### config.mk
export PLATFORM = sky130hd
export DESIGN_NAME = external_bus_arbiter_flat
export DESIGN_NICKNAME = d
export VERILOG_FILES = /design/src/rtl/external_bus_arbiter_pkg.sv /design/src/rtl/external_bus_arbiter_if.sv /design/src/rtl/external_bus_arbiter_rr_arbiter2.sv /design/src/rtl/external_bus_arbiter.sv /design/src/flat_wrapper.sv
export SDC_FILE = /design/constraint.sdc
export NUM_CORES = 1
export LEC_CHECK = 0
export CAP_MARGIN = 0
export CORE_MARGIN = 2
export CORE_UTILIZATION = 37
export CTS_CLUSTER_SIZE = 10
export DETAILED_ROUTE_END_ITERATION = 8
export PLACE_DENSITY = 0.77
export SLEW_MARGIN = 15
export SYNTH_ARGS = -nofsm -noshare
export SYNTH_HDL_FRONTEND = slang
export SYNTH_SLANG_ARGS = --single-unit
### constraint.sdc
create_clock -name clk_clk -period 1.8 [get_ports clk_clk]
set_input_delay 0.36 -clock clk_clk [delete_from_list [all_inputs] [get_ports clk_clk]]
set_output_delay 0.36 -clock clk_clk [all_outputs]
set_load 0.02 [all_outputs]
### src/rtl/external_bus_arbiter_pkg.sv
// Shared definitions for the two-master external bus arbiter: bus widths,
// acknowledge timeout default, FSM encoding and the bus command record.
package external_bus_arbiter_pkg;

    localparam int ADDR_W          = 20;
    localparam int DATA_W          = 16;
    localparam int BE_W            = 2;
    localparam int TIMEOUT_DEFAULT = 16;

    // FSM encoding kept as plain constants so legacy tools can consume it.
    localparam logic [1:0] ST_IDLE = 2'd0;
    localparam logic [1:0] ST_BUSY = 2'd1;
    localparam logic [1:0] ST_DONE = 2'd2;

    // One external bus command, as latched from the granted master.
    typedef struct packed {
        logic [ADDR_W-1:0] address;
        logic [BE_W-1:0]   byte_enable;
        logic              rw;
        logic [DATA_W-1:0] write_data;
    } bus_cmd_t;

    // Idle bus command: everything low except rw, which rests at read.
    localparam bus_cmd_t CMD_RESET = '{
        address:     {ADDR_W{1'b0}},
        byte_enable: {BE_W{1'b0}},
        rw:          1'b1,
        write_data:  {DATA_W{1'b0}}
    };

endpackage

### src/rtl/external_bus_arbiter_if.sv
// Bundle of master-side request/response signals and the external bus.
// slave: the arbiter's view; master: the view of whatever drives requests
// and models the external slave.
interface external_bus_arbiter_if;
    import external_bus_arbiter_pkg::*;

    logic              m0_req;
    logic [ADDR_W-1:0] m0_address;
    logic [BE_W-1:0]   m0_byte_enable;
    logic              m0_rw;
    logic [DATA_W-1:0] m0_write_data;
    logic              m0_ack;
    logic              m0_err;

    logic              m1_req;
    logic [ADDR_W-1:0] m1_address;
    logic [BE_W-1:0]   m1_byte_enable;
    logic              m1_rw;
    logic [DATA_W-1:0] m1_write_data;
    logic              m1_ack;
    logic              m1_err;

    logic [DATA_W-1:0] m_read_data;

    logic [ADDR_W-1:0] address;
    logic [BE_W-1:0]   byte_enable;
    logic              rw;
    logic [DATA_W-1:0] write_data;
    logic              bus_enable;
    logic              acknowledge;
    logic [DATA_W-1:0] read_data;

    modport slave (
        input  m0_req, m0_address, m0_byte_enable, m0_rw, m0_write_data,
        input  m1_req, m1_address, m1_byte_enable, m1_rw, m1_write_data,
        input  acknowledge, read_data,
        output m0_ack, m0_err, m1_ack, m1_err, m_read_data,
        output address, byte_enable, rw, write_data, bus_enable
    );

    modport master (
        output m0_req, m0_address, m0_byte_enable, m0_rw, m0_write_data,
        output m1_req, m1_address, m1_byte_enable, m1_rw, m1_write_data,
        output acknowledge, read_data,
        input  m0_ack, m0_err, m1_ack, m1_err, m_read_data,
        input  address, byte_enable, rw, write_data, bus_enable
    );

endinterface

### src/rtl/external_bus_arbiter_rr_arbiter2.sv
// Two-way round-robin grant selection. With both requests present the
// master that was not granted last wins; a lone request always wins.
module rr_arbiter2 (
    input  logic [1:0] i_req,
    input  logic       i_last_grant,
    output logic       o_grant
);

    // Pick the grant index from the current requests and the last winner.
    always_comb begin
        o_grant = 1'b0;
        if (i_req == 2'b11) begin
            o_grant = ~i_last_grant;
        end else if (i_req[1]) begin
            o_grant = 1'b1;
        end else begin
            o_grant = 1'b0;
        end
    end

endmodule

### src/rtl/external_bus_arbiter.sv
// Two-master external bus arbiter. IDLE grants and latches a command,
// BUSY drives the bus until the slave acknowledges or the timeout expires,
// DONE reports ack or err to the granted master for one cycle.
module external_bus_arbiter
    import external_bus_arbiter_pkg::*;
#(
    parameter int TIMEOUT = TIMEOUT_DEFAULT
) (
    input logic                   clk_clk,
    input logic                   reset_reset_n,
    external_bus_arbiter_if.slave bus
);

    localparam int               CNT_W       = $clog2(TIMEOUT + 1);
    localparam logic [CNT_W-1:0] CNT_ZERO    = CNT_W'(0);
    localparam logic [CNT_W-1:0] CNT_ONE     = CNT_W'(1);
    localparam logic [CNT_W-1:0] CNT_LAST    = CNT_W'(TIMEOUT - 1);
    localparam logic [CNT_W-1:0] CNT_TIMEOUT = CNT_W'(TIMEOUT);

    logic [1:0]        r_state;
    logic              r_grant;
    logic              r_last_grant;
    logic [CNT_W-1:0]  r_count;
    logic              r_bus_enable;
    logic [1:0]        r_ack;
    logic [1:0]        r_err;
    bus_cmd_t          r_cmd;
    logic [DATA_W-1:0] r_read_data;

    logic [1:0]        w_req;
    logic              w_any_req;
    logic              w_grant;
    logic              w_start;
    logic              w_capture;
    logic [1:0]        w_grant_onehot;
    bus_cmd_t          w_cmd;

    assign w_req          = {bus.m1_req, bus.m0_req};
    assign w_any_req      = |w_req;
    assign w_start        = (r_state == ST_IDLE) && w_any_req;
    assign w_capture      = (r_state == ST_BUSY) && bus.acknowledge;
    assign w_grant_onehot = r_grant ? 2'b10 : 2'b01;

    rr_arbiter2 u_rr_arbiter2 (
        .i_req        (w_req),
        .i_last_grant (r_last_grant),
        .o_grant      (w_grant)
    );

    // Select the command fields of the master the arbiter would grant.
    always_comb begin
        w_cmd = CMD_RESET;
        if (w_grant) begin
            w_cmd = '{bus.m1_address, bus.m1_byte_enable, bus.m1_rw, bus.m1_write_data};
        end else begin
            w_cmd = '{bus.m0_address, bus.m0_byte_enable, bus.m0_rw, bus.m0_write_data};
        end
    end

    // Transfer sequencing: grant, bus strobe, timeout count and completion pulses.
    always_ff @(posedge clk_clk or negedge reset_reset_n) begin
        if (!reset_reset_n) begin
            r_state      <= ST_IDLE;
            r_grant      <= 1'b0;
            r_last_grant <= 1'b1;
            r_count      <= CNT_ZERO;
            r_bus_enable <= 1'b0;
            r_ack        <= 2'b00;
            r_err        <= 2'b00;
        end else begin
            case (r_state)
                ST_IDLE: begin
                    r_ack <= 2'b00;
                    r_err <= 2'b00;
                    if (w_any_req) begin
                        r_grant      <= w_grant;
                        r_last_grant <= w_grant;
                        r_count      <= CNT_ZERO;
                        r_bus_enable <= 1'b1;
                        r_state      <= ST_BUSY;
                    end else begin
                        r_bus_enable <= 1'b0;
                        r_state      <= ST_IDLE;
                    end
                end
                ST_BUSY: begin
                    // Acknowledge is tested first so it wins on the timeout cycle.
                    if (bus.acknowledge) begin
                        r_bus_enable <= 1'b0;
                        r_ack        <= w_grant_onehot;
                        r_state      <= ST_DONE;
                    end else if (r_count == CNT_LAST) begin
                        r_count      <= CNT_TIMEOUT;
                        r_bus_enable <= 1'b0;
                        r_err        <= w_grant_onehot;
                        r_state      <= ST_DONE;
                    end else begin
                        r_count      <= r_count + CNT_ONE;
                    end
                end
                ST_DONE: begin
                    r_ack        <= 2'b00;
                    r_err        <= 2'b00;
                    r_bus_enable <= 1'b0;
                    r_state      <= ST_IDLE;
                end
                default: begin
                    r_ack        <= 2'b00;
                    r_err        <= 2'b00;
                    r_bus_enable <= 1'b0;
                    r_state      <= ST_IDLE;
                end
            endcase
        end
    end

    // Bus command registers: loaded only at grant so they hold through BUSY.
    always_ff @(posedge clk_clk or negedge reset_reset_n) begin
        if (!reset_reset_n) begin
            r_cmd <= CMD_RESET;
        end else if (w_start) begin
            r_cmd <= w_cmd;
        end else begin
            r_cmd <= r_cmd;
        end
    end

    // Read data capture on a successful read; writes and timeouts keep the old value.
    always_ff @(posedge clk_clk or negedge reset_reset_n) begin
        if (!reset_reset_n) begin
            r_read_data <= {DATA_W{1'b0}};
        end else if (w_capture && r_cmd.rw) begin
            r_read_data <= bus.read_data;
        end else begin
            r_read_data <= r_read_data;
        end
    end

    assign bus.address     = r_cmd.address;
    assign bus.byte_enable = r_cmd.byte_enable;
    assign bus.rw          = r_cmd.rw;
    assign bus.write_data  = r_cmd.write_data;
    assign bus.bus_enable  = r_bus_enable;
    assign bus.m_read_data = r_read_data;
    assign bus.m0_ack      = r_ack[0];
    assign bus.m1_ack      = r_ack[1];
    assign bus.m0_err      = r_err[0];
    assign bus.m1_err      = r_err[1];

endmodule

### src/flat_wrapper.sv
// flat-port wrapper written by rule: the top's interface ports become plain ports
module external_bus_arbiter_flat import external_bus_arbiter_pkg::*;
#(
    parameter int TIMEOUT = TIMEOUT_DEFAULT
)
  (clk_clk, reset_reset_n, bus_m0_req, bus_m0_address, bus_m0_byte_enable, bus_m0_rw, bus_m0_write_data, bus_m1_req, bus_m1_address, bus_m1_byte_enable, bus_m1_rw, bus_m1_write_data, bus_acknowledge, bus_read_data, bus_m0_ack, bus_m0_err, bus_m1_ack, bus_m1_err, bus_m_read_data, bus_address, bus_byte_enable, bus_rw, bus_write_data, bus_bus_enable);
  external_bus_arbiter_if bus_i ();
  input logic clk_clk;
  input logic reset_reset_n;
  input wire logic [$bits(bus_i.m0_req)-1:0] bus_m0_req;
  input wire logic [$bits(bus_i.m0_address)-1:0] bus_m0_address;
  input wire logic [$bits(bus_i.m0_byte_enable)-1:0] bus_m0_byte_enable;
  input wire logic [$bits(bus_i.m0_rw)-1:0] bus_m0_rw;
  input wire logic [$bits(bus_i.m0_write_data)-1:0] bus_m0_write_data;
  input wire logic [$bits(bus_i.m1_req)-1:0] bus_m1_req;
  input wire logic [$bits(bus_i.m1_address)-1:0] bus_m1_address;
  input wire logic [$bits(bus_i.m1_byte_enable)-1:0] bus_m1_byte_enable;
  input wire logic [$bits(bus_i.m1_rw)-1:0] bus_m1_rw;
  input wire logic [$bits(bus_i.m1_write_data)-1:0] bus_m1_write_data;
  input wire logic [$bits(bus_i.acknowledge)-1:0] bus_acknowledge;
  input wire logic [$bits(bus_i.read_data)-1:0] bus_read_data;
  output wire logic [$bits(bus_i.m0_ack)-1:0] bus_m0_ack;
  output wire logic [$bits(bus_i.m0_err)-1:0] bus_m0_err;
  output wire logic [$bits(bus_i.m1_ack)-1:0] bus_m1_ack;
  output wire logic [$bits(bus_i.m1_err)-1:0] bus_m1_err;
  output wire logic [$bits(bus_i.m_read_data)-1:0] bus_m_read_data;
  output wire logic [$bits(bus_i.address)-1:0] bus_address;
  output wire logic [$bits(bus_i.byte_enable)-1:0] bus_byte_enable;
  output wire logic [$bits(bus_i.rw)-1:0] bus_rw;
  output wire logic [$bits(bus_i.write_data)-1:0] bus_write_data;
  output wire logic [$bits(bus_i.bus_enable)-1:0] bus_bus_enable;
  assign bus_i.m0_req = bus_m0_req;
  assign bus_i.m0_address = bus_m0_address;
  assign bus_i.m0_byte_enable = bus_m0_byte_enable;
  assign bus_i.m0_rw = bus_m0_rw;
  assign bus_i.m0_write_data = bus_m0_write_data;
  assign bus_i.m1_req = bus_m1_req;
  assign bus_i.m1_address = bus_m1_address;
  assign bus_i.m1_byte_enable = bus_m1_byte_enable;
  assign bus_i.m1_rw = bus_m1_rw;
  assign bus_i.m1_write_data = bus_m1_write_data;
  assign bus_i.acknowledge = bus_acknowledge;
  assign bus_i.read_data = bus_read_data;
  assign bus_m0_ack = bus_i.m0_ack;
  assign bus_m0_err = bus_i.m0_err;
  assign bus_m1_ack = bus_i.m1_ack;
  assign bus_m1_err = bus_i.m1_err;
  assign bus_m_read_data = bus_i.m_read_data;
  assign bus_address = bus_i.address;
  assign bus_byte_enable = bus_i.byte_enable;
  assign bus_rw = bus_i.rw;
  assign bus_write_data = bus_i.write_data;
  assign bus_bus_enable = bus_i.bus_enable;
  external_bus_arbiter #(.TIMEOUT(TIMEOUT)) u_core (.clk_clk(clk_clk), .reset_reset_n(reset_reset_n), .bus(bus_i));
endmodule
**Yosys cells after proc, flatten, opt, wreduce, memory -nomap -nowiden**

Cells that the tools add are included.

- Register bits after elaboration: 69
- Input bits: 99
- Output and inout bits: 60
- Word-level logic and storage cells: 52

- $add $sub $neg: 1
- Equality and inequality tests: 8
- Mux-type cells: 21
- Bitwise operators: 1
- Reduce and logical (&&, ||, !) cells: 9

Operator list:

| cell | count |
|---|---|
| 39-bit 2-to-1 mux | 1 |
| 2-bit 2-to-1 mux | 8 |
| 5-bit 2-to-1 mux | 3 |
| 5-bit one-hot mux with 2 select lines | 1 |
| 1-bit 2-to-1 mux | 6 |
| 2-bit inequality test, second input constant | 3 |
| 5-bit by 1-bit adder with 5-bit output, second input constant | 1 |
| 5-bit by 4-bit == test with 1-bit output, second input constant | 1 |
| 2-bit one-hot mux with 2 select lines | 1 |
| 2-bit AND reduction | 2 |
| 1-bit logical AND | 3 |
| 3-bit inequality test, second input constant | 1 |
| 3-bit AND reduction | 1 |
| 2-bit by 1-bit == test with 1-bit output, second input constant | 1 |
| 2-bit == test, second input constant | 1 |
| 2-bit logical NOT | 1 |
| 2-bit by 1-bit inequality test with 1-bit output, second input constant | 1 |
| 1-bit one-hot mux with 2 select lines | 1 |
| 2-bit nonzero test | 1 |
| 2-bit OR reduction | 1 |
| 1-bit NOT | 1 |

**Longest topological paths before layout**

Gate-level depths: netlist of run 1.

- Depth in word-level cells: 4
- Gate-level depth with buffers: 6
- Depth with buffers taken out: 6

**Cells and area by module**

From an unflattened synthesis of run 1, not the netlist that was laid out.

- Cell total of the unflattened synthesis: 218
- Area total of the unflattened synthesis: 3178.0 µm²

Modules (own cells, without submodules):

| module | instances | cells each | area an instance (µm²) | seq. area each (µm²) |
|---|---|---|---|---|
| external_bus_arbiter | 1 | 217 | 3166.8 | 1729.2 |
| rr_arbiter2 | 1 | 1 | 11.3 | 0.0 |

**Worst setup path after synthesis of run 1**

Ideal clock, no wire load.

- Path type: reg-to-reg
- From: reg u_core.r_count[0]
- To: reg u_core.r_count[3]
- Setup time: 0.067 ns
- Data arrival time: 1.660 ns
- Data required time: 1.733 ns
- Path slack: 0.073 ns
- Stages on the path, launching flop included: 7
- Path buffers: 0
- Clock period less this slack: 1.727 ns
- Cells stage by stage: dfrtp_1 -> ha_1 -> and3_1 -> ha_1 -> or3b_1 -> o211ai_1 -> a32o_1

- Word-level cells in the longest chain between the ends: 4
- Elaborated cells between the ends (all ways): 5
- Those cells by class: 1 x add/sub; 1 x eq/ne; 3 x mux

RTL lines:

| element | RTL line | source |
|---|---|---|
| start: declaration | external_bus_arbiter.sv:23 | `logic [CNT_W-1:0] r_count;` |
| start signal: assignment | external_bus_arbiter.sv:98 | `r_count <= r_count + CNT_ONE;` |
| 5-bit by 1-bit adder with 5-bit output / 5-bit by 4-bit == test with 1-bit output (equally long branches) | external_bus_arbiter.sv:98, external_bus_arbiter.sv:92 |  |
| 5-bit 2-to-1 mux (*) | external_bus_arbiter.sv:92 | `end else if (r_count == CNT_LAST) begin` |
| 5-bit 2-to-1 mux (*) | external_bus_arbiter.sv:88 | `if (bus.acknowledge) begin` |
| 5-bit one-hot mux with 2 select lines (*) | external_bus_arbiter.sv:71 | `case (r_state)` |

Mark *: on every way between the ends. The rest lies on a longest branch, timed or not. The select of a mux whose other input is x is not followed.
A chain may end at the register's enable or synchronous reset.

**Final worst setup path of run 1**

- From: reg u_core.r_count[0]
- To: reg u_core.r_count[2]

The elaborated chain is that of the path after synthesis.

==> impl_metrics.env, run 1 <==
export IMPL_ios=159
export IMPL_clk_latency_ns=0.34
export IMPL_grt_overflow=0
export IMPL_ys_ff_latch=69
export IMPL_start_util_pct=38.2
export IMPL_routedWlPerCell_um=15.3
export IMPL_cp_endpoint="u_core.r_count[2]"
export IMPL_finalSetupViolCount=0
export IMPL_avgSynthCellArea_um2=15.2
export IMPL_first_pass_iters=4
export IMPL_slew_headroom_pct=79.6
export IMPL_coreArea_um2=8760
export IMPL_post_route_period_util_pct=96.7
export IMPL_synth_edff_count=0
export IMPL_comb_power_share_pct=52.3
export IMPL_yosysWarnings=0
export IMPL_switching_share_pct=34.6
export IMPL_power_switching_w=0.00289
export IMPL_clock_power_share_pct=15.2
export IMPL_cts_max_level=3
export IMPL_fin_setup_tns_ns=0
export IMPL_fp_dieW_um=99.2
export IMPL_wl_mm=7.80
export IMPL_status="finished clean"
export IMPL_drt_iter0_drc=38
export IMPL_ant_nets=0
export IMPL_track_usage_pct=16.2
export IMPL_path_delay_family="simple AND/OR/NAND/NOR gates"
export IMPL_drc_errors=0
export IMPL_cts_sinks=69
export IMPL_reg2reg_depth=6
export IMPL_drive_above_1_share_pct=33.4
export IMPL_nets=497
export IMPL_cp_max_fo=3
export IMPL_dpl_hpwl_mm=6.01
export IMPL_tightest_slew_ns=0.306
export IMPL_criticalPathCategory="reg -> reg"
export IMPL_cp_buffers_inverters=0
export IMPL_hold_class="in -> async"
export IMPL_dp_cells=492
export IMPL_critPathLaunch="u_core.r_count[0]"
export IMPL_critPathCaptureType="flop"
export IMPL_synthArstFlopShare_pct=100
export IMPL_die_y_um=99.2
export IMPL_finalNonFillerCells=509
export IMPL_cts_root_buf="clkbuf_8"
export IMPL_p_int_w=0.00547
export IMPL_finalClockSkew_ns=0.00489
export IMPL_max_freq_mhz=574
export IMPL_diodes=0
export IMPL_path_cells="ha_2, and3_1, ha_1, or3b_4, o211ai_1, a32o_1"
export IMPL_mostFrequentLayoutCell="clkdlybuf4s50_1"
export IMPL_place_gp_congestion=0.724
export IMPL_viasPerCell=4.74
export IMPL_rsz0062_at_grt="no"
export IMPL_slowest_stage="dfrtp_1"
export IMPL_cts_setup_buffers=0
export IMPL_grt_antenna_before_repair=0
export IMPL_final_cell_mix="156 x clkdlybuf4s50_1, 67 x dfrtp_1, 50 x mux2_2, 40 x mux2_4, 13 x buf_4"
export IMPL_ir_drop_mv=0.751
export IMPL_cts_tree="done"
export IMPL_drv_cap=0
export IMPL_reg2reg_from="u_core.r_count[0]"
export IMPL_cts_buffer_depth=2
export IMPL_cp_arrival_ns=2.02
export IMPL_critical_path_required_ns=2.07
export IMPL_cp_depth=6
export IMPL_maxSlewViolCount=0
export IMPL_power_density_nw_per_um2=1560
export IMPL_clkTransAtPathRegs_ns=0.07
export IMPL_syn_nets=322
export IMPL_final_hold_viol_count=0
export IMPL_rows=34
export IMPL_grt_max_degree=34
export IMPL_synth_flop_cell="dfrtp_1"
export IMPL_max_stage_delay_ns=0.40
export IMPL_fillers=705
export IMPL_cts_inserted_buffers=9
export IMPL_syn_inst=221
export IMPL_grt_pass1_wl_mm=12.6
export IMPL_vias=2412
export IMPL_dieArea_um2=9840
export IMPL_area_delta_synth_final_pct=60.2
export IMPL_power_w=0.00837
export IMPL_leakage_nw=2.32
export IMPL_ys_seq_area_share_pct=51.6
export IMPL_startpoint_type="flop"
export IMPL_r2r_slack_ns=0.06
export IMPL_grt_pass1_vias=2594
export IMPL_period_needed_ns=1.74
export IMPL_r2r_end="u_core.r_count[2]"
export IMPL_synth_cell_types=30
export IMPL_netlist_area_um2=3350
export IMPL_io_buffers=158
export IMPL_power_frac_seq_pct=32.4
==> flip-flops by register name, summed over array words and instances (netlist names) <==
register and flops:
u_core.bus.bus_enable 1, u_core.r_count 5, u_core.r_last_grant 1, u_core.bus.rw 1, u_core.bus.byte_enable 2, u_core.r_grant 1, u_core.bus.m_read_data 16, u_core.r_err 2
u_core.r_state 2, u_core.r_ack 2, u_core.bus.write_data 16, u_core.bus.address 20
==> routing by layer <==
layer / part of all wire (%) / GRT usage [%]
met1: 40 / 19.7
met2: 52 / 27.6
met3: 6.8 / 4.08
met4: 1.2 / 6.32
met5: 0 / 0
==> cell families (layout without fill, tap and decap cells) <==
logic type      count (synthesis)  count (layout)  share of synthesized area [%]
buf+inv                        14             194                           2.76
fa+ha+maj                       2               2                          0.746
compound gates                 14              14                           3.25
mux                           100             100                           37.9
flops                          69              69                           51.6
simple gates                   22              22                           3.77
==> power groups by stage <==
stage	combinational, W	clock (W)	sequential (W)
3_3_place_gp	0.00435	0	0.00272
4_1_cts	0.00444	0.00132	0.00272
3_5_place_dp	0.00442	0	0.00274
6_report	0.00438	0.00128	0.00271
2_1_floorplan	0.00161	0	0.00352
5_1_grt	0.00462	0.00137	0.00282
==> worst reg2reg max path: stages, from the launching register on <==
cell	delay, ns
dfrtp_1	0.40
ha_2	0.20
and3_1	0.19
ha_1	0.19
or3b_4	0.39
o211ai_1	0.17
a32o_1	0.14
==> cells in the mapped netlist (2+ instances only) <==
| library cell | n | share of area, % |
|---|---|---|
| dfrtp_1 | 67 | 50 |
| inv_1 | 3 | 0.34 |
| nand2_1 | 2 | 0.22 |
| dfstp_2 | 2 | 1.6 |
| nand2b_1 | 3 | 0.56 |
| and3_1 | 2 | 0.37 |
| buf_6 | 4 | 1.3 |
| a21oi_1 | 2 | 0.30 |
| a32o_1 | 2 | 0.60 |
| mux2_1 | 5 | 1.7 |
| mux2_2 | 50 | 17 |
| mux2_4 | 40 | 18 |
| nor2_1 | 10 | 1.1 |
| o21ai_0 | 3 | 0.45 |
| ha_1 | 2 | 0.75 |
| o211ai_1 | 2 | 0.45 |
| buf_2 | 5 | 0.75 |
| mux2i_1 | 5 | 1.5 |
==> per-stage QoR <==
step / hold slack [ns] / area (um2) / utilization (%) / worst slack, ns
after floorplan: 0.0644 / 3350 / - / 0.0732
after global placement: 0.272 / 5160 / 58.8 / -0.231
after detailed placement: 0.277 / 5160 / 58.8 / -0.300
after CTS: 0.445 / 5370 / 61.3 / 0.0114
after global routing: 0.474 / 5370 / 61.3 / 0.00598
final: 0.449 / 5370 / 61.3 / 0.0588
==> worst min path at each step <==
stage             startpoint                       end  cells after the start
2_1_floorplan  reset_reset_n     u_core.bus.address[0]                      0
3_3_place_gp   reset_reset_n  u_core.bus.write_data[5]                      1
3_5_place_dp   reset_reset_n    u_core.bus.address[18]                      1
4_1_cts        reset_reset_n    u_core.bus.address[18]                      2
5_1_grt        reset_reset_n    u_core.bus.address[18]                      2
6_report       reset_reset_n    u_core.bus.address[18]                      2
==> repair_timing <==
item                       CTS  global route
gates cloned                 0             0
resized for setup            2             1
hold buffers                 1             0
hold endpoints to repair    19             0
setup endpoints to repair    3             2
pin swaps                    0             1
==> final cells by class <==
class,instances,area [um2],share of cell area (%)
Timing Repair Buffer,175,1760,32.7
Sequential cell,69,1730,32.2
Multi-Input combinational cell,138,1540,28.6
Clock buffer,10,138,2.56
Tap cell,108,135,2.52
Clock inverter,6,62.6,1.16
Inverter,3,11.3,0.210
Power figures use the tool's default switching activity.
==> run 2, diff against run 1 <==
--- a/config.mk
+++ b/config.mk
@@ -10,6 +10,7 @@
 export CORE_UTILIZATION = 37
 export CTS_CLUSTER_SIZE = 10
 export DETAILED_ROUTE_END_ITERATION = 8
+export GPL_TIMING_DRIVEN = 0
 export PLACE_DENSITY = 0.77
 export SLEW_MARGIN = 15
 export SYNTH_ARGS = -nofsm -noshare
==> run 2 against run 1 <==
Compared with the run above: critical endpoint is now u_core.bus.address[17]; final cell count fell by 0.79%; setup slack improved by 0.0019 ns; combinational power fell by 2%; sequential share of layout area increased by 0.53 points; critical path depth down 1; count of clock-buffer cells in the layout grew 4; power fell by 2.7%.
==> impl_metrics.env, run 2 (synthesis results as in run 1) <==
export IMPL_status="finished clean"
export IMPL_cp_arrival_ns=1.96
export IMPL_grt_pass1_wl_mm=12.0
export IMPL_start_util_pct=38.2
export IMPL_grt_antenna_before_repair=1
export IMPL_ir_drop_mv=0.670
export IMPL_placed_cell_area_um2=5080
export IMPL_first_pass_iters=4
export IMPL_final_cell_mix="154 x clkdlybuf4s50_1, 67 x dfrtp_1, 50 x mux2_2, 40 x mux2_4, 12 x clkbuf_8"
export IMPL_viasPerCell=4.71
export IMPL_cts_sinks=69
export IMPL_cp_max_fo=10
export IMPL_fp_dieW_um=99.2
export IMPL_tightest_slew_ns=0.380
export IMPL_slew_headroom_pct=74.6
export IMPL_area_delta_synth_final_pct=57.6
export IMPL_coreArea_um2=8760
export IMPL_grt_max_degree=42
export IMPL_r2r_slack_ns=0.08
export IMPL_critPathCaptureType="flop"
export IMPL_cts_buffer_depth=2
export IMPL_largest_reg_flops=20
export IMPL_max_stage_delay_ns=0.51
export IMPL_setup_slack_ns=0.0607
export IMPL_drv_cap=0
export IMPL_dpl_hpwl_mm=5.79
export IMPL_grt_pass1_vias=2483
export IMPL_clk_latency_ns=0.33
export IMPL_path_delay_family="buffers and inverters"
export IMPL_drc_errors=0
export IMPL_cp_depth=5
export IMPL_maxSlewViolCount=0
export IMPL_reg2reg_from="u_core.r_count[0]"
export IMPL_clkTransAtPathRegs_ns=0.07
export IMPL_path_cells="clkdlybuf4s50_1, a21boi_4, buf_6, mux2_4, mux2_2"
export IMPL_r2r_end="u_core.r_count[2]"
export IMPL_max_freq_mhz=575
export IMPL_cts_root_buf="clkbuf_8"
export IMPL_cts_max_level=3
export IMPL_cp_endpoint="u_core.bus.address[17]"
export IMPL_slowest_stage="clkdlybuf4s50_1"
export IMPL_vias=2377
export IMPL_startpoint_type="input pin"
export IMPL_design_area_um2=5280
export IMPL_nets=493
export IMPL_grt_overflow=0
export IMPL_post_route_period_util_pct=96.6
export IMPL_cts_tree="done"
export IMPL_power_density_nw_per_um2=1540
export IMPL_cts_inserted_buffers=9
export IMPL_mostFrequentLayoutCell="clkdlybuf4s50_1"
export IMPL_wl_mm=7.34
export IMPL_ant_nets=0
export IMPL_cp_buffers_inverters=2
export IMPL_finalClockSkew_ns=0.00539
export IMPL_final_util_pct=60.3
export IMPL_rows=34
export IMPL_place_ws_ns=-0.342
export IMPL_leakage_nw=2.29
export IMPL_reg2reg_depth=6
export IMPL_drt_iter0_drc=30
export IMPL_critPathLaunch="bus_m0_req"
export IMPL_io_buffers=157
export IMPL_criticalPathCategory="in -> reg"
export IMPL_drive_above_1_share_pct=32.1
export IMPL_routedWlPerCell_um=14.5
export IMPL_ios=159
export IMPL_track_usage_pct=15.3
export IMPL_final_hold_viol_count=0
export IMPL_critical_path_required_ns=2.02
export IMPL_finalSetupViolCount=0
export IMPL_dieArea_um2=9840
export IMPL_place_gp_congestion=0.745
export IMPL_rsz0062_at_grt="no"
export IMPL_period_needed_ns=1.74
export IMPL_die_y_um=99.2
export IMPL_hold_class="in -> reg"
## run 2: cell count changes in the layout (fill, tap and decap cells not counted), moves of 3 or more
cell        previous run  this run
buf_6                  0         4
clkinvlp_4             3         0
clkbuf_1               0         3
buf_12                 4         1
buf_2                  0         5
buf_4                 13         3
## run 2: worst min path at each step
stage | from | endpoint | cells after the start
floorplan | reset_reset_n | u_core.bus.address[0] | 0
CTS | bus_acknowledge | u_core.r_state[1] | 3
detailed placement | reset_reset_n | u_core.bus.write_data[1] | 1
global route | bus_m1_req | u_core.r_last_grant | 3
global placement | u_core.bus.m_read_data[11] | u_core.bus.m_read_data[11] | 1
finish | bus_m1_req | u_core.r_last_grant | 3
## run 2: power breakdown
part           switching (W)  internal [W]
Sequential          0.000399       0.00230
Clock               0.000533      0.000605
Combinational        0.00187       0.00243
Total                0.00280       0.00533
## run 2: routing by layer
layer  GRT usage [%]  vias up  routed length [um]
met3            5.41       12                 563
met4            6.01        0                 135
li1                -     1131                   -
met5               0        -                   0
met1            17.9     1149                2900
met2            25.8       85                3740
## run 2: metrics by stage
| step | hold WS, ns | total power [W] | TNS [ns] | std cells |
|---|---|---|---|---|
| floorplan | 0.0644 | 0.00513 | 0 | 221 |
| global placement | 0.477 | 0.00698 | -143.57 | 486 |
| detailed placement | 0.306 | 0.00708 | -12.50 | 487 |
| CTS | 0.375 | 0.00827 | 0 | 504 |
| global route | 0.391 | 0.00862 | 0 | 505 |
| finish | 0.377 | 0.00814 | 0 | 505 |
## run 2: cell type report
type	instances	area [um2]
buffer	11	81.3
inverter	3	11.3
clock inverter	1	5.00
multi-input combinational	138	1540
timing repair buffer	160	1610
fill	708	3480
antenna	1	2.50
tap	108	135
sequential	69	1730
clock buffer	14	173
## run 2: worst min-delay path, cell delays in order
cell            delay (ns)
dlymetal6s2s_1        0.16
a21oi_1               0.13
a31oi_1               0.05
## run 2: what timing repair did
action / in CTS / in global routing
endpoints found under the hold margin: 28 / 0
endpoints found under the setup margin: 3 / 28
gates cloned: 0 / 0
hold buffers: 1 / 0
resized for setup: 2 / 3
buffers inserted: 1 / 0
pin swaps: 0 / 2
==> run 3, diff against run 2 <==
--- a/config.mk
+++ b/config.mk
@@ -8,7 +8,7 @@
 export CAP_MARGIN = 0
 export CORE_MARGIN = 2
 export CORE_UTILIZATION = 37
-export CTS_CLUSTER_SIZE = 10
+export CTS_CLUSTER_SIZE = 25
 export DETAILED_ROUTE_END_ITERATION = 8
 export GPL_TIMING_DRIVEN = 0
 export PLACE_DENSITY = 0.77
==> results of run 3 <==
The final DEF is identical to that of run 2; final timing and power are the same.
==> variant 1: new RTL, settings of run 3 <==
Register the output `bus.m1_err`; this adds one clock of latency there.
--- a/src/rtl/external_bus_arbiter.sv
+++ b/src/rtl/external_bus_arbiter.sv
@@ -147,3 +147,5 @@
     assign bus.m0_err      = r_err[0];
-    assign bus.m1_err      = r_err[1];
+    always_ff @(posedge clk_clk) begin
+        bus.m1_err <= r_err[1];
+    end
 
Behaviour: same outputs for any inputs over 10 cycles, from zero or initial values and one cycle with reset_reset_n low; that may be too few to reach the edited logic, so the function may still have changed.
==> variant 1 against run 3 <==
Setup slack about the same. Via count grew 2.1%. Area after synthesis is 0.60% higher. Count of clock-buffer cells in the layout decreased by 2. Global-route usage up 0.55 points. Sequential cell count is 1 higher. Cell count increased by 0.40%. Wire length grew 4.9%. Non-clock buffer count up 1. Power up 3.5%. Final area grew 1.7%. Highest routed layer unchanged.
==> variant 1: results (changes against run 3) <==
\begin{tabular}{lr}
\hline
Metric & Value \\
\hline
\multicolumn{2}{l}{\textbf{Layout}} \\
Total of clock buffers placed in the layout & 12 (was 14) \\
Share of final-layout standard cells stronger than drive strength 1 & 0.331 (was 0.321) \\
Multi-input logic portion of the cell area & 0.288 (was 0.291) \\
Count of inserted antenna diode cells & 0 (was 1) \\
Final cell count without fillers & 507 (was 505) \\
Count of nets after finishing & 495 (was 493) \\
Share of the final layout cell area in sequential cells & 0.326 (was 0.327) \\
\multicolumn{2}{l}{\textbf{Power and ir drop}} \\
Internal & 0.00551 W (was 0.00533 W) \\
Worst vdd ir & 691 µV (was 670 µV) \\
Leakage power summed over all cells & 2.35 nW (was 2.29 nW) \\
\multicolumn{2}{l}{\textbf{GRT}} \\
Overall track demand over capacity in global routing & 0.159 (was 0.153) \\
Met1 Track Usage GR & 0.181 (was 0.179) \\
Wire length of the first global-routing pass & 12600 µm (was 12000 µm) \\
Number of global-route vias before repair & 2699 (was 2483) \\
\multicolumn{2}{l}{\textbf{STA}} \\
Slew at the pin closest to its max-slew limit & 0.452 ns (was 0.380 ns) \\
\multicolumn{2}{l}{\textbf{Yosys}} \\
Distinct cell type count after synthesis & 31 (was 30) \\
Biggest area contributors in the synthesized netlist & dfrtp\_1 (50\%), mux2\_4 (18\%), mux2\_2 (17\%) (unchanged) \\
Fraction of registers with async set or reset after synthesis & 0.986 (was 1.00) \\
Register bit total from synthesis & 70 (was 69) \\
Synthesized instance count & 222 (was 221) \\
\multicolumn{2}{l}{\textbf{Worst setup path}} \\
Largest stage delay on the critical path & 0.39 ns (was 0.51 ns) \\
Standard cell with the maximum stage delay on the critical path & dfrtp\_1 (was clkdlybuf4s50\_1) \\
Reg2Reg Setup Slack & 0.06 ns (was 0.08 ns) \\
Maximum fanout along the worst path & 4 (was 10) \\
Worst path arrival time & 2.01 ns (was 1.96 ns) \\
\multicolumn{2}{l}{\textbf{Routing}} \\
Drt total wl & 7700 µm (was 7340 µm) \\
\multicolumn{2}{l}{\textbf{Status}} \\
Status & finished clean (unchanged) \\
\multicolumn{2}{l}{\textbf{Floorplanning}} \\
Die Outline Area & 0.00989 mm² (was 0.00984 mm²) \\
\hline
\end{tabular}
==> variant 1: changes by cell type after synthesis <==
cell	change
dfxtp_1	+1
==> variant 1: what timing repair did <==
item,CTS,global route
pin swaps,0,2
buffers inserted,1,1
cloned,0,0
resized for setup,3,13
hold buffers,1,0
endpoints found under the hold margin,34,0
setup endpoints to repair,3,40
==> variant 1: cell families after synthesis <==
group                      count (synthesis)  share of synthesized area
and+or+nand+nor                           22                     0.0375
adders and majority gates                  2                    0.00742
muxes                                    100                      0.377
AOI/OAI and AO/OA                         14                     0.0323
DFF                                       70                      0.519
buffers and inverters                     14                     0.0275
==> variant 1: final timing paths <==
kind,from,to,cells after the start
worst min register to register,u_core.r_err[1],u_core.bus.m1_err,0
min in group asynchronous,reset_reset_n,u_core.bus.address[2],2
worst max-delay path,u_core.r_count[0],u_core.r_count[2],6
max in group asynchronous,reset_reset_n,u_core.r_last_grant,3
worst max register to register,u_core.r_count[0],u_core.r_count[2],6
worst min-delay path,bus_m0_req,u_core.r_last_grant,2
==> variant 2: new RTL, settings of run 3 <==
Made on the original files. Set the package constant `DATA_W` to 32 (it was 16).
--- a/src/rtl/external_bus_arbiter_pkg.sv
+++ b/src/rtl/external_bus_arbiter_pkg.sv
@@ -5,3 +5,3 @@
     localparam int ADDR_W          = 20;
-    localparam int DATA_W          = 16;
+    localparam int DATA_W          = 32;
     localparam int BE_W            = 2;
Interface: changed (5 resized); port bits go from 159 to 239. The function was not compared with the original's and may differ.
==> variant 2 against run 3 <==
Critical endpoint is now u_core.r_count[2]. Clock skew decreased by 0.00076 ns. Critical path type is now reg2reg. Setup slack got worse by 0.11 ns. The run now ends with setup timing left. Power increased by 60%. Largest cell class is now buffers. Area after synthesis increased by 45%. Final area increased by 50%. Wire length increased by 78%. Sequential cell count increased by 32. Combinational power increased by 60%. Global-route usage increased by 3.2 points. Largest power group unchanged. Sequential power increased by 50%. Highest routed layer unchanged.
==> variant 2: results (changes against run 3) <==
\begin{tabular}{lr}
\hline
Metric & Value \\
\hline
\multicolumn{2}{l}{\textbf{Status}} \\
Status & finished with violations (was finished clean) \\
Violations in the final reports & setup timing \\
\multicolumn{2}{l}{\textbf{STA}} \\
Final worst setup slack & -0.0462 ns (was 0.0607 ns) \\
Slew at the pin closest to its max-slew limit & 0.527 ns (was 0.380 ns) \\
Final-report setup violation count & 2 (was 0) \\
Final TNS setup & -0.0871 ns (was 0 ns) \\
\multicolumn{2}{l}{\textbf{Yosys}} \\
Most instantiated cells after synthesis & dfrtp\_1 (99), mux2\_4 (78), mux2\_2 (66), nor2\_1 (9), buf\_2 (7) (was dfrtp\_1 (67), mux2\_2 (50), mux2\_4 (40), nor2\_1 (10)) \\
Synthesized area divided by synthesized cell count & 15.9 µm² (was 15.2 µm²) \\
Biggest area contributors in the synthesized netlist & dfrtp\_1 (51\%), mux2\_4 (24\%), mux2\_2 (15\%) (was dfrtp\_1 (50\%), mux2\_4 (18\%), mux2\_2 (17\%)) \\
\multicolumn{2}{l}{\textbf{GRT}} \\
Wire length of the first global-routing pass & 20400 µm (was 12000 µm) \\
Fraction of met3 tracks used by global routing & 0.0642 (was 0.0541) \\
Met1 Track Usage GR & 0.211 (was 0.179) \\
Global routing met2 resource utilization & 0.323 (was 0.258) \\
Overall track demand over capacity in global routing & 0.186 (was 0.153) \\
Pin count of the biggest net entering global routing & 56 (was 42) \\
Number of antenna violations at the first check in global routing & 0 (was 1) \\
Number of global-route vias before repair & 3795 (was 2483) \\
\multicolumn{2}{l}{\textbf{Routing}} \\
Met3 wire length & 1190 µm (was 563 µm) \\
1st-iter DRT viols & 109 (was 30) \\
M1 wire length & 5060 µm (was 2900 µm) \\
\multicolumn{2}{l}{\textbf{Power and ir drop}} \\
Leakage power summed over all cells & 3.48 nW (was 2.29 nW) \\
Worst vdd ir & 723 µV (was 670 µV) \\
\multicolumn{2}{l}{\textbf{Layout}} \\
Non-clock buffer share & 0.331 (was 0.320) \\
Count of inserted antenna diode cells & 0 (was 1) \\
Non-clk invs & 4 (was 3) \\
Total of clock buffers placed in the layout & 13 (was 14) \\
Multi-input logic cell count & 183 (was 138) \\
Footprint of the flip-flops and latches & 0.00253 mm² (was 0.00173 mm²) \\
Count of nets after finishing & 710 (was 493) \\
Non-clock buffer total of the final layout & 262 (was 171) \\
\multicolumn{2}{l}{\textbf{Hold path}} \\
Hold path startpoint & bus\_m0\_req (was bus\_m1\_req) \\
\multicolumn{2}{l}{\textbf{Worst setup path}} \\
Cell family with the largest share of critical-path delay & simple AND/OR/NAND/NOR gates (was buffers and inverters) \\
Worst path arrival time & 2.10 ns (was 1.96 ns) \\
Standard cell with the maximum stage delay on the critical path & or4b\_4 (was clkdlybuf4s50\_1) \\
\multicolumn{2}{l}{\textbf{Placed design}} \\
Setup WS pre-CTS & -0.370 ns (was -0.342 ns) \\
Placed cell count & 715 (was 487) \\
Routability congestion estimate from global placement & 0.751 (was 0.745) \\
\multicolumn{2}{l}{\textbf{Clocking}} \\
Total of cells resized after clock tree synthesis & 5 (was 2) \\
\hline
\end{tabular}
variant 2: worst max path at each step:
stage | startpoint | endpoint | cells past startpoint
3_5_place_dp | bus_m1_req | u_core.bus.address[0] | 6
6_report | u_core.r_count[0] | u_core.r_count[2] | 6
3_3_place_gp | reset_reset_n | u_core.bus.write_data[0] | 1
4_1_cts | u_core.r_count[1] | u_core.r_count[2] | 6
5_1_grt | u_core.r_count[1] | u_core.r_count[3] | 6
2_1_floorplan | u_core.r_count[0] | u_core.r_count[2] | 6
variant 2: cell families (layout without fill, tap and decap cells):
logic type      after synthesis  after routing  share of synthesized area
flops                       101            101                      0.521
compound gates               10             10                     0.0157
mux                         149            149                      0.404
simple gates                 22             22                     0.0260
fa+ha+maj                     2              2                    0.00515
buf+inv                      21            282                     0.0281
variant 2: power by group:
group | total (W) | switching, W | leakage, nW | internal (W)
logic | 0.00690 | 0.00295 | 2.12 | 0.00395
clock network | 0.00211 | 0.000815 | 0.156 | 0.00130
registers | 0.00405 | 0.000654 | 1.20 | 0.00340
